## src/rtl/frame_min_max_pkg.sv

```systemverilog
// Shared definitions for the frame min/max tracker: sample width and control states.
package frame_min_max_pkg;

   localparam int unsigned DATA_WIDTH = 8;

   typedef enum logic [1:0] {
      IDLE   = 2'd0,
      ACCUM  = 2'd1,
      RESULT = 2'd2
   } state_e;

endpackage

```

## src/rtl/comparator_8_bit.sv

```systemverilog
// Unsigned magnitude comparator: flags a_i greater/equal/less than b_i.
module comparator_8_bit
   import frame_min_max_pkg::*;
(
   input  logic [DATA_WIDTH-1:0] a_i,
   input  logic [DATA_WIDTH-1:0] b_i,
   output logic                  gt_o,
   output logic                  eq_o,
   output logic                  lt_o
);

   assign gt_o = (a_i > b_i);
   assign eq_o = (a_i == b_i);
   assign lt_o = (a_i < b_i);

endmodule

```

## src/rtl/frame_min_max_tracker.sv

```systemverilog
// Tracks max/min of an unsigned 8-bit sample frame, plus first-occurrence indices,
// and returns the result over a valid/ready handshake.
module frame_min_max_tracker
   import frame_min_max_pkg::*;
#(
   parameter  int unsigned FRAME_LEN = 16,
   localparam int unsigned IDX_WIDTH = $clog2(FRAME_LEN)
) (
   input  logic                  clk_in,
   input  logic                  rst_n_in,
   input  logic                  start_in,
   input  logic                  abort_in,
   input  logic                  s_valid_in,
   input  logic [DATA_WIDTH-1:0] s_data_in,
   output logic                  s_ready_out,
   output logic                  r_valid_out,
   input  logic                  r_ready_in,
   output logic [DATA_WIDTH-1:0] max_out,
   output logic [DATA_WIDTH-1:0] min_out,
   output logic [IDX_WIDTH-1:0]  max_idx_out,
   output logic [IDX_WIDTH-1:0]  min_idx_out,
   output logic                  busy_out
);

   localparam int unsigned            CNT_WIDTH = IDX_WIDTH + 1;
   localparam logic [CNT_WIDTH-1:0]   LAST_IDX  = CNT_WIDTH'(FRAME_LEN - 1);

   state_e                  state_q,   state_d;
   logic [CNT_WIDTH-1:0]    cnt_q,     cnt_d;
   logic                    s_ready_q, s_ready_d;
   logic                    r_valid_q, r_valid_d;
   logic                    busy_q,    busy_d;
   logic [DATA_WIDTH-1:0]   max_q,     max_d;
   logic [DATA_WIDTH-1:0]   min_q,     min_d;
   logic [IDX_WIDTH-1:0]    max_idx_q, max_idx_d;
   logic [IDX_WIDTH-1:0]    min_idx_q, min_idx_d;

   logic max_gt, max_eq, max_lt;
   logic min_gt, min_eq, min_lt;
   logic accept;
   logic first_sample;
   logic upd_max;
   logic upd_min;
   logic [IDX_WIDTH-1:0] cur_idx;

   comparator_8_bit u_cmp_max (
      .a_i  (s_data_in),
      .b_i  (max_q),
      .gt_o (max_gt),
      .eq_o (max_eq),
      .lt_o (max_lt)
   );

   comparator_8_bit u_cmp_min (
      .a_i  (s_data_in),
      .b_i  (min_q),
      .gt_o (min_gt),
      .eq_o (min_eq),
      .lt_o (min_lt)
   );

   // Abort must block a sample in the same cycle, so it gates the registered ready.
   assign s_ready_out  = s_ready_q & ~abort_in;
   assign accept       = s_valid_in & s_ready_out;
   assign first_sample = (cnt_q == '0);
   assign cur_idx      = cnt_q[IDX_WIDTH-1:0];
   assign upd_max      = max_gt & ~(max_eq | max_lt);
   assign upd_min      = min_lt & ~(min_eq | min_gt);

   assign r_valid_out  = r_valid_q;
   assign busy_out     = busy_q;
   assign max_out      = max_q;
   assign min_out      = min_q;
   assign max_idx_out  = max_idx_q;
   assign min_idx_out  = min_idx_q;

   // Next-state and next-output computation.
   always_comb begin
      state_d   = state_q;
      cnt_d     = cnt_q;
      s_ready_d = s_ready_q;
      r_valid_d = r_valid_q;
      busy_d    = busy_q;
      max_d     = max_q;
      min_d     = min_q;
      max_idx_d = max_idx_q;
      min_idx_d = min_idx_q;

      case (state_q)
         IDLE: begin
            if (start_in) begin
               state_d   = ACCUM;
               cnt_d     = '0;
               s_ready_d = 1'b1;
               busy_d    = 1'b1;
            end
         end

         ACCUM: begin
            if (abort_in) begin
               state_d   = IDLE;
               cnt_d     = '0;
               s_ready_d = 1'b0;
               r_valid_d = 1'b0;
               busy_d    = 1'b0;
            end else if (accept) begin
               cnt_d = cnt_q + CNT_WIDTH'(1);
               if (first_sample) begin
                  max_d     = s_data_in;
                  min_d     = s_data_in;
                  max_idx_d = '0;
                  min_idx_d = '0;
               end else begin
                  if (upd_max) begin
                     max_d     = s_data_in;
                     max_idx_d = cur_idx;
                  end
                  if (upd_min) begin
                     min_d     = s_data_in;
                     min_idx_d = cur_idx;
                  end
               end
               if (cnt_q == LAST_IDX) begin
                  state_d   = RESULT;
                  s_ready_d = 1'b0;
                  r_valid_d = 1'b1;
               end
            end
         end

         RESULT: begin
            if (abort_in) begin
               state_d   = IDLE;
               cnt_d     = '0;
               r_valid_d = 1'b0;
               busy_d    = 1'b0;
            end else if (r_ready_in) begin
               state_d   = IDLE;
               r_valid_d = 1'b0;
               busy_d    = 1'b0;
            end
         end

         default: begin
            state_d   = IDLE;
            cnt_d     = '0;
            s_ready_d = 1'b0;
            r_valid_d = 1'b0;
            busy_d    = 1'b0;
         end
      endcase
   end

   always_ff @(posedge clk_in or negedge rst_n_in) begin
      if (!rst_n_in) begin
         state_q   <= IDLE;
         cnt_q     <= '0;
         s_ready_q <= 1'b0;
         r_valid_q <= 1'b0;
         busy_q    <= 1'b0;
         max_q     <= '0;
         min_q     <= '0;
         max_idx_q <= '0;
         min_idx_q <= '0;
      end else begin
         state_q   <= state_d;
         cnt_q     <= cnt_d;
         s_ready_q <= s_ready_d;
         r_valid_q <= r_valid_d;
         busy_q    <= busy_d;
         max_q     <= max_d;
         min_q     <= min_d;
         max_idx_q <= max_idx_d;
         min_idx_q <= min_idx_d;
      end
   end

endmodule

```

## config.mk

```make
export PLATFORM = sky130hd
export DESIGN_NAME = frame_min_max_tracker
export DESIGN_NICKNAME = d
export VERILOG_FILES = /design/src/rtl/frame_min_max_pkg.sv /design/src/rtl/comparator_8_bit.sv /design/src/rtl/frame_min_max_tracker.sv
export SDC_FILE = /design/constraint.sdc
export NUM_CORES = 1
export LEC_CHECK = 0
export BUFFER_PORTS_ARGS = -buffer_cell sky130_fd_sc_hd__buf_2
export CAP_MARGIN = 0
export CORE_ASPECT_RATIO = 2
export CORE_MARGIN = 1.5
export CORE_UTILIZATION = 40
export CTS_CLUSTER_SIZE = 24
export DETAILED_ROUTE_END_ITERATION = 6
export GPL_TIMING_DRIVEN = 1
export HOLD_SLACK_MARGIN = 0.12
export PLACE_DENSITY_LB_ADDON = 0.12
export SYNTH_ARGS = -nofsm -noshare
export SYNTH_HDL_FRONTEND = slang
export SYNTH_SLANG_ARGS = --single-unit
export TNS_END_PERCENT = 20
```

## constraint.sdc

```tcl
create_clock -name clk_in -period 2.7 [get_ports clk_in]
set_input_delay 0.405 -clock clk_in [delete_from_list [all_inputs] [get_ports clk_in]]
set_output_delay 0.405 -clock clk_in [all_outputs]
set_load 0.05 [all_outputs]
```

==> results of run 1 <==
==> synth_stat cells (all sizes together) (3+ instances only) <==
cell type / instances / share of area
ha: 19 / 0.12
o21a: 3 / 0.012
mux2: 18 / 0.12
nand2b: 3 / 0.0098
a32o: 4 / 0.021
nor2: 7 / 0.018
dfrtp: 34 / 0.44
inv: 19 / 0.037
a21oi: 16 / 0.042
nand2: 13 / 0.025
o21ai: 13 / 0.036
nor2b: 4 / 0.013
buf: 3 / 0.012
==> cells by family (layout without fill, tap and decap cells) <==
| logic type | count (synthesis) | count (layout) | share of synthesized area |
|---|---|---|---|
| AND/OR/NAND/NOR | 40 | 40 | 0.1146 |
| multiplexers | 18 | 18 | 0.1211 |
| adder cells (fa/ha/maj) | 19 | 19 | 0.1237 |
| AO/OA/AOI/OAI | 45 | 45 | 0.1484 |
| buffers and inverters | 22 | 66 | 0.04948 |
| flip-flops | 34 | 34 | 0.4427 |
==> area by class of cell <==
type / count / area [um^2]
timing repair buffer: 41 / 207.7
inverter: 19 / 71.32
fill: 451 / 2341
sequential: 34 / 850.8
clock buffer: 6 / 82.58
tap: 55 / 68.82
multi-input combinational: 122 / 975.9
==> how the worst max path moves through the flow <==
stage	depth (start not counted)	end	slack, ns	start
after floorplan	8	max_out[0]	0.44	max_out[7]
after global placement	7	max_idx_out[3]	0.28	s_data_in[7]
after detailed placement	7	max_idx_out[2]	0.19	s_data_in[7]
after CTS	7	max_idx_out[2]	0.33	max_out[7]
after global routing	7	max_idx_out[3]	0.17	max_out[7]
final	7	max_idx_out[3]	0.37	max_out[7]
==> critical path, cell delays in order (launching register included) <==
cell and delay, ns:
dfrtp_1 0.37, inv_1 0.05, ha_1 0.30, a21oi_1 0.13
o21ai_0 0.12, nand2b_1 0.18, o21ai_2 0.64, mux2_2 0.41
==> power by group <==
part	leakage, uW	switching (uW)	internal, uW
logic	0.000674	896	443
clock network	0.0000431	176	197
registers	0.000437	136	666
total	0.00115	1210	1310
==> flip-flops by register name, summed over array words and instances (netlist names), 2 cells and up <==
name / cells
max_out: 8
min_out: 8
cnt_q: 5
max_idx_out: 4
min_idx_out: 4
state_q: 2
==> metal layers <==
| layer | part of all wire | track usage | up-vias |
|---|---|---|---|
| li1 | - | - | 724 |
| met1 | 0.36 | 0.1849 | 700 |
| met2 | 0.59 | 0.3466 | 25 |
| met3 | 0.030 | 0.03709 | 6 |
| met4 | 0.016 | 0.06680 | 0 |
| met5 | 0 | 0 | - |
==> stage by stage <==
| stage | setup WS, ns | hold slack (ns) | utilization | cell area, um^2 |
|---|---|---|---|---|
| final | 0.3724 | 0.1919 | 0.4909 | 2257 |
| after global routing | 0.1697 | 0.2586 | 0.4909 | 2257 |
| after CTS | 0.3293 | 0.2215 | 0.4909 | 2257 |
| after detailed placement | 0.1916 | 0.4686 | 0.4729 | 2175 |
| after global placement | 0.2753 | 0.4798 | 0.4729 | 2175 |
| after floorplan | 0.4414 | 0.1094 | - | 1922 |
==> metrics.md, run 1 <==
| Metric | Value |
|---|---|
| Hold Vio Cnt, Final | `0` |
| Outcome | `finished clean` |
| CORE AREA | `approximately 0.0046 mm^2` |
| Leakage | `0.001155 uW` |
| Worst hold path type | `in -> async` |
| Finished Layout Cells | `between 200 and 300` |
| R2R cell count | `7` |
| Final min period | `2.328 ns` |
| Power per cell area | `~1100 mW/mm^2` |
| Crit-path max FO | `12` |
| Unrepaired setup endpoints after global routing | `false` |
| Fmax | `429.6 MHz` |
| HPWL after detailed placement | `3308 um` |
| Full die area | `0.005255 mm^2` |
| Clock latency at the later pin of the worst-skew pair | `around 0.28 ns` |
| # setup viols final | `0` |
| EDFF count, synth | `0` |
| Pre-antenna DRT Iters | `4` |
| GRT Overall Usage | `0.1824` |
| DP Cell Count | `roughly 270` |
| Total number of H-tree levels | `2` |
| First-pass GRT wire length | `around 7100 um` |
| Post-Synthesis Net Count | `around 210` |
| Post-synth top flop | `dfrtp_1` |
| CP arrival | `around 2.5 ns` |
| Fin Setup TNS | `0 ns` |
| CP endpoint kind | `register` |
| Root buf cell | `clkbuf_8` |
| Clock tree buffer depth | `2` |
| Synth warn | `0` |
| Most common cell after layout, fill and taps aside | `buf_2` |
| Worst slew margin | `0.4556` |
| Cell count after synthesis | `~180` |
| Pins Over Slew Limit | `0` |
| Via count | `roughly 1500` |
| Slew @ Worst Pin | `approximately 0.8 ns` |
| Setup Skew | `around 0.0047 ns` |
| Drt total wl | `approximately 4200 um` |
| CP Class | `reg -> reg` |
| Antenna fix cells | `0` |
| Die Ht | `101.0 um` |
| Largest net degree at the start of global routing | `35` |
| Starting DRC count in detailed routing | `21` |
| Buffers on Ports | `40` |
| FF-to-FF setup slack | `between 0.3 and 0.4 ns` |
| Seq cells post-synth | `34` |
| CTS tree | `done` |
| Routability Congestion | `about 0.76` |
| Global route overflow | `0` |
| Max-cap viol count | `0` |
| Clock Sinks | `34` |
| # IOs | `roughly 40` |
| Hold Buf Count CTS | `0` |
| Final net count | `256` |
| Worst IR drop on VDD | `between 0.8 and 0.9 mV` |
| Cell variety after synth | `36` |
| Residual DRC count | `0` |
| Syn avg cell area | `about 11 um^2` |
| Synth async-reset ratio | `1.000` |
| Layout cells sized above 1 | `0.3153` |
| Initial core utilization | `0.4180` |
| Wire per inst | `approximately 15 um` |
| Initial antenna violation count | `0` |
| Syn Std Cell Area | `a little under 0.002 mm^2` |
| Crit path launch type | `register` |
| Worst r2r dst | `max_idx_out[3]` |
| Final worst-path cycle share | `0.8621` |
| Most frequent cells in the layout | `40 x buf_2, 34 x dfrtp_1, 19 x inv_1, 19 x ha_1, 16 x a21oi_1` |
| Setup bufs post-CTS | `0` |
| Num CTS Buffers | `5` |
| Die width | `between 50 and 60 um` |
| ANT nets after route | `0` |
| PostCTS Resize Cnt | `0` |
| Layout area overhead | `17.45%` |
| Vias in the first global route | `about 1600` |
| Reg-to-reg startpoint | `max_out[7]` |
| Sequential share of the synthesized area | `0.4427` |
| PnR Total Power | `2513 uW` |
| Core Rows | `35` |
| Vias/cell | `between 5 and 6` |
| Clk slew on worst S/H paths | `0.07 ns` |
| Worst Path Required | `between 2 and 3 ns` |
(Power assumes the default switching activity.)
==> run 2, diff against run 1 <==
--- a/config.mk
+++ b/config.mk
@@ -7,7 +7,7 @@
 export LEC_CHECK = 0
 export BUFFER_PORTS_ARGS = -buffer_cell sky130_fd_sc_hd__buf_2
 export CAP_MARGIN = 0
-export CORE_ASPECT_RATIO = 2
+export CORE_ASPECT_RATIO = 1.2
 export CORE_MARGIN = 1.5
 export CORE_UTILIZATION = 40
 export CTS_CLUSTER_SIZE = 24
==> metrics.md, run 2 (synthesis gave the netlist of run 1 again) <==
| Metric | Value |
|---|---|
| Clock Power Share | `0.147` |
| Slew @ Worst Pin | `about 0.77 ns` |
| Antenna fix cells | `0` |
| Pint | `~1300 uW` |
| Starting DRC count in detailed routing | `81` |
| Worst slew margin | `0.4884` |
| Final net count | `between 200 and 300` |
| Outcome | `finished clean` |
| Clock tree buffer depth | `2` |
| Full die area | `0.005231 mm^2` |
| Pins Over Slew Limit | `0` |
| Core Rows | `27` |
| Worst IR drop on VDD | `~0.36 mV` |
| Fin Setup TNS | `0 ns` |
| CP arrival | `roughly 2.4 ns` |
| Clock latency at the later pin of the worst-skew pair | `between 0.2 and 0.3 ns` |
| Pre-antenna DRT Iters | `4` |
| Total number of H-tree levels | `2` |
| CORE AREA | `0.004594 mm^2` |
| Final min period | `approximately 2.2 ns` |
| Die width | `66.28 um` |
| Crit-path max FO | `7` |
| Unrepaired setup endpoints after global routing | `false` |
| GRT Overall Usage | `0.1700` |
| Hold Buf Count CTS | `0` |
| Worst Slack Setup Final | `0.5124 ns` |
| Initial core utilization | `0.4183` |
| # IOs | `41` |
| Setup bufs post-CTS | `0` |
| Fmax | `roughly 460 MHz` |
| First-pass GRT wire length | `6734 um` |
| Clock Sinks | `34` |
| Worst Path Required | `2.87 ns` |
| Worst-path cell chain | `inv_1, ha_1, or4b_1, a21oi_1, o21a_1, mux2_2` |
| Crit path launch type | `register` |
| CP startpoint | `cnt_q[0]` |
| Global route overflow | `0` |
| CP Class | `reg -> reg` |
| Most common cell after layout, fill and taps aside | `buf_2` |
| Leakage | `~0.0012 uW` |
| Vias/cell | `between 5 and 6` |
| Clk slew on worst S/H paths | `roughly 0.07 ns` |
| Peak per-stage delay on the critical path | `between 0.4 and 0.5 ns` |
| Max-cap viol count | `0` |
| Wire per inst | `about 14 um` |
| Root buf cell | `clkbuf_8` |
| Buffers on Ports | `40` |
| Initial antenna violation count | `0` |
| Routability Congestion | `roughly 0.8` |
| Power per cell area | `1099 mW/mm^2` |
| Residual DRC count | `0` |
| Setup Skew | `between 0.006 and 0.007 ns` |
| Setup WS pre-CTS | `about 0.39 ns` |
| ANT nets after route | `0` |
| Final worst-path cycle share | `0.8102` |
| # setup viols final | `0` |
| Num CTS Buffers | `5` |
| Slowest CP cell | `or4b_1` |
| Vias in the first global route | `~1500` |
| Drt total wl | `roughly 4000 um` |
| Hold Vio Cnt, Final | `0` |
| CP endpoint kind | `register` |
| PostCTS Resize Cnt | `0` |
| Die Ht | `a little under 80 um` |
| Reg-to-reg startpoint | `cnt_q[0]` |
| Net Sw Frac | `0.4771` |
| Final core utilization | `0.4954` |
| Share of power burned in registers | `0.322` |
| Most frequent cells in the layout | `40 x buf_2, 34 x dfrtp_1, 19 x inv_1, 19 x ha_1, 16 x a21oi_1` |
| HPWL after detailed placement | `between 3000 and 4000 um` |
| Layout area overhead | `18.42%` |
| Layout cells sized above 1 | `0.3214` |
| Worst hold path type | `in -> async` |
| Switching power | `roughly 1200 uW` |
| Via count | `roughly 1500` |
| Comb power frac | `0.531` |
| Largest net degree at the start of global routing | `35` |
| CTS tree | `done` |
[run 2: changes by cell type in the layout (fill, tap and decap cells not counted)]
cell / previous run / this run
buf_4: 1 / 3
[run 2: power by group through the flow]
stage | clock network [uW] | logic, uW | registers, uW
after floorplan | 0 | 578 | 1250
after global placement | 0 | 1330 | 801
after detailed placement | 0 | 1340 | 817
after CTS | 382 | 1340 | 808
after global routing | 407 | 1450 | 836
final | 368 | 1330 | 805
[run 2: critical path: cells and delay by family, from the launching register on]
family          cells  cell delay (ns)
compound gates      2             0.53
fa+ha+maj           1             0.15
buf+inv             1             0.09
flops               1             0.45
mux                 1             0.38
simple gates        1             0.49
[run 2: worst paths after layout]
kind	endpoint	slack, ns	cells after the start
max in group asynchronous	cnt_q[1]	2.01	1
setup reg to reg	min_out[2]	0.51	6
setup / recovery	min_out[2]	0.51	6
hold / removal	max_out[2]	0.19	1
hold reg to reg	max_idx_out[0]	0.50	1
min in group clk_in	busy_out	0.38	3
[run 2: per-layer routing]
layer / global-route usage / vias up / part of all wire
met1: 0.1975 / 750 / 0.43
met5: 0 / - / 0
li1: - / 727 / -
met4: 0.06735 / 0 / 0.014
met3: 0.04249 / 4 / 0.028
met2: 0.2950 / 22 / 0.53
[run 2: area by class of cell]
cell class	instances	area [um^2]
well taps	58	72.57
flip-flops and latches	34	850.8
inverters	19	71.32
clock buffers	6	82.58
multi-input cells	122	975.9
fillers	462	2318
repair buffers	43	222.7
[run 2: through the flow]
step	total power [uW]	hold slack [ns]	area, um^2	instances
6_report	2501	0.1934	2276	282
5_1_grt	2697	0.2476	2276	282
4_1_cts	2534	0.2213	2276	282
3_5_place_dp	2157	0.4814	2193	276
3_3_place_gp	2129	0.4757	2193	276
2_1_floorplan	1831	0.1094	1922	178
==> run 3, diff against run 2 <==
--- a/config.mk
+++ b/config.mk
@@ -5,6 +5,7 @@
 export SDC_FILE = /design/constraint.sdc
 export NUM_CORES = 1
 export LEC_CHECK = 0
+export ABC_AREA = 1
 export BUFFER_PORTS_ARGS = -buffer_cell sky130_fd_sc_hd__buf_2
 export CAP_MARGIN = 0
 export CORE_ASPECT_RATIO = 1.2
==> constraint.sdc (replaced) <==
create_clock -name clk_in -period 2.3 [get_ports clk_in]
set_input_delay 0.345 -clock clk_in [delete_from_list [all_inputs] [get_ports clk_in]]
set_output_delay 0.345 -clock clk_in [all_outputs]
set_load 0.05 [all_outputs]
==> metrics.md, run 3 <==
| Metric | Value |
|---|---|
| EDFF count, synth | `0` |
| Largest net degree at the start of global routing | `35` |
| Final net count | `roughly 320` |
| Full die area | `0.005518 mm^2` |
| Syn avg cell area | `between 8 and 9 um^2` |
| Synth top area share | `0.4187` |
| Top-count cell post-synth | `nand2_1` |
| Clock Sinks | `34` |
| Vias in the first global route | `1537` |
| Fillcell total | `roughly 500` |
| Worst Path Required | `~2.5 ns` |
| Slew @ Worst Pin | `between 0.8 and 0.9 ns` |
| Sequential share of the synthesized area | `0.4187` |
| Buffers on Ports | `40` |
| Hold Vio Cnt, Final | `0` |
| Cell count after synthesis | `about 250` |
| Most frequent cells in the layout | `78 x nand2_1, 40 x buf_2, 34 x dfrtp_1, 31 x inv_1, 25 x nand3_1` |
| Routability Congestion | `0.8396` |
| Fmax | `approximately 540 MHz` |
| Worst setup path endpoint | `min_idx_out[3]` |
| Worst hold path type | `in -> async` |
| Worst r2r dst | `min_idx_out[3]` |
| Initial core utilization | `0.4143` |
| PostCTS Resize Cnt | `0` |
| CTS tree | `done` |
| Post-synth top flop | `dfrtp_1` |
| Pint | `about 1500 uW` |
| Setup Skew | `approximately 0.006 ns` |
| CP startpoint | `min_out[5]` |
| Global route overflow | `0` |
| Clk slew on worst S/H paths | `roughly 0.070 ns` |
| Crit path launch type | `register` |
| Hold Buf Count CTS | `0` |
| Switching power | `1717 uW` |
| Worst Slack Setup Final | `approximately 0.46 ns` |
| Share of power burned in registers | `0.300` |
| Initial antenna violation count | `0` |
| First-pass GRT wire length | `approximately 7100 um` |
| Cell variety after synth | `24` |
| Residual DRC count | `0` |
| Reg-to-reg startpoint | `min_out[5]` |
| Die Ht | `between 80 and 90 um` |
| Multi-input logic area | `993.5 um^2` |
| Setup bufs post-CTS | `0` |
| FF-to-FF setup slack | `around 0.46 ns` |
| Final worst-path cycle share | `0.7985` |
| Pre-antenna DRT Iters | `6` |
| Most common cell after layout, fill and taps aside | `nand2_1` |
| Worst slew margin | `0.4579` |
| Pins Over Slew Limit | `0` |
| ANT nets after route | `0` |
| CP arrival | `around 2.0 ns` |
| CP Class | `reg -> reg` |
| Post-Synthesis Net Count | `281` |
| CORE AREA | `0.004905 mm^2` |
| Num CTS Buffers | `5` |
| CP endpoint kind | `register` |
| Setup WS pre-CTS | `a little under 0.4 ns` |
| Total number of H-tree levels | `2` |
| DP Cell Count | `between 300 and 400` |
| Layout area overhead | `14.35%` |
| Root buf cell | `clkbuf_8` |
| Finished Layout Cells | `~350` |
| Max-cap viol count | `0` |
| FF/Latch Area | `approximately 850 um^2` |
| Layout cells sized above 1 | `0.2249` |
| Synth warn | `0` |
| # IOs | `41` |
| Drt total wl | `4416 um` |
| Syn Std Cell Area | `approximately 0.002 mm^2` |
| Clock tree buffer depth | `2` |
| Antenna fix cells | `0` |
| Die width | `about 68 um` |
| Comb power frac | `0.569` |
| Via count | `~1700` |
| Fin Setup TNS | `0 ns` |
| Starting DRC count in detailed routing | `between 100 and 150` |
| Cell taking the most area after synthesis | `dfrtp_1` |
| Vias/cell | `4.774` |
| Crit-path max FO | `13` |
| Clock Power Share | `0.130` |
| Power per cell area | `~1400 mW/mm^2` |
| # setup viols final | `0` |
| HPWL after detailed placement | `roughly 3200 um` |
| Unrepaired setup endpoints after global routing | `false` |
| Clock latency at the later pin of the worst-skew pair | `between 0.2 and 0.3 ns` |
| Seq cells post-synth | `34` |
| Wire per inst | `12.65 um` |
| Outcome | `finished clean` |
| Worst IR drop on VDD | `between 0.5 and 0.6 mV` |
| Commonest cells in the netlist | `78 x nand2_1, 34 x dfrtp_1, 31 x inv_1` |
| Final min period | `around 1.8 ns` |
| Leakage | `0.001334 uW` |
| Net Sw Frac | `0.5334` |
| Synth async-reset ratio | `1.000` |
| GRT Overall Usage | `0.1719` |
| R2R cell count | `10` |
| Core Rows | `28` |
| Synth top area cells | `dfrtp_1 42%, nand2_1 14%, ha_1 12%` |
-- run 3: changes by cell type after synthesis, moves of 4 or more --
cell / delta
mux2_4: -8
nor2b_1: -4
nor2_1: +6
a32o_1: -4
nand2_2: +5
mux2_2: -10
nand2_1: +65
nand3_1: +23
a21oi_1: -9
o21ai_1: +5
inv_1: +12
nand2_4: +4
nor3_1: +4
o21ai_0: -10
-- run 3: per-layer routing --
metal | GRT usage | part of all wire
met5 | 0 | 0
met4 | 0.04800 | 0.012
met3 | 0.03324 | 0.031
met2 | 0.3010 | 0.52
met1 | 0.2117 | 0.44
-- run 3: area by class of cell --
| cell class | instances | area share |
|---|---|---|
| multi-input combinational | 174 | 0.4276 |
| sequential | 34 | 0.3662 |
| timing repair buffer | 40 | 0.08616 |
| clock buffer | 7 | 0.03285 |
| tap | 60 | 0.03231 |
| inverter | 34 | 0.05493 |
-- run 3: power groups by stage --
stage	sequential [uW]	combinational (uW)	clock, uW
after floorplan	1580	849	0
after global placement	981	1840	0
after detailed placement	982	1850	0
after CTS	971	1860	440
after global routing	997	2020	461
final	967	1830	420
-- run 3: worst min path at each step --
stage / depth (start not counted) / to / slack, ns / from
after floorplan: 0 / busy_out / 0.05 / rst_n_in
after global placement: 2 / max_idx_out[1] / 0.46 / max_idx_out[1]
after detailed placement: 2 / max_idx_out[1] / 0.45 / max_idx_out[1]
after CTS: 1 / max_out[1] / 0.17 / rst_n_in
after global routing: 1 / max_out[1] / 0.23 / rst_n_in
final: 1 / min_out[0] / 0.15 / rst_n_in
-- run 3: through the flow --
step | utilization | cell area [um^2] | hold WS (ns) | power [uW]
2_1_floorplan | - | 2032 | 0.04941 | 2432
3_3_place_gp | 0.4582 | 2247 | 0.4567 | 2817
3_5_place_dp | 0.4582 | 2247 | 0.4540 | 2833
4_1_cts | 0.4737 | 2323 | 0.1733 | 3267
5_1_grt | 0.4737 | 2323 | 0.2290 | 3482
6_report | 0.4737 | 2323 | 0.1453 | 3219
-- run 3: kinds of logic (layout without fill, tap and decap cells) --
| logic type | count (synthesis) | count (layout) | share of synthesized area |
|---|---|---|---|
| buf+inv | 40 | 81 | 0.09236 |
| compound gates | 15 | 15 | 0.03818 |
| fa+ha+maj | 19 | 19 | 0.1170 |
| simple gates | 140 | 140 | 0.3337 |
| flops | 34 | 34 | 0.4187 |
-- run 3: critical path, cell delays in order (launching register included) --
cell,delay (ns)
dfrtp_1,0.38
inv_1,0.05
ha_1,0.29
a21oi_1,0.14
nor2_1,0.05
nor3_1,0.13
nand2_1,0.09
nand2_2,0.26
nand2_4,0.18
nand2_1,0.09
nand2_1,0.05
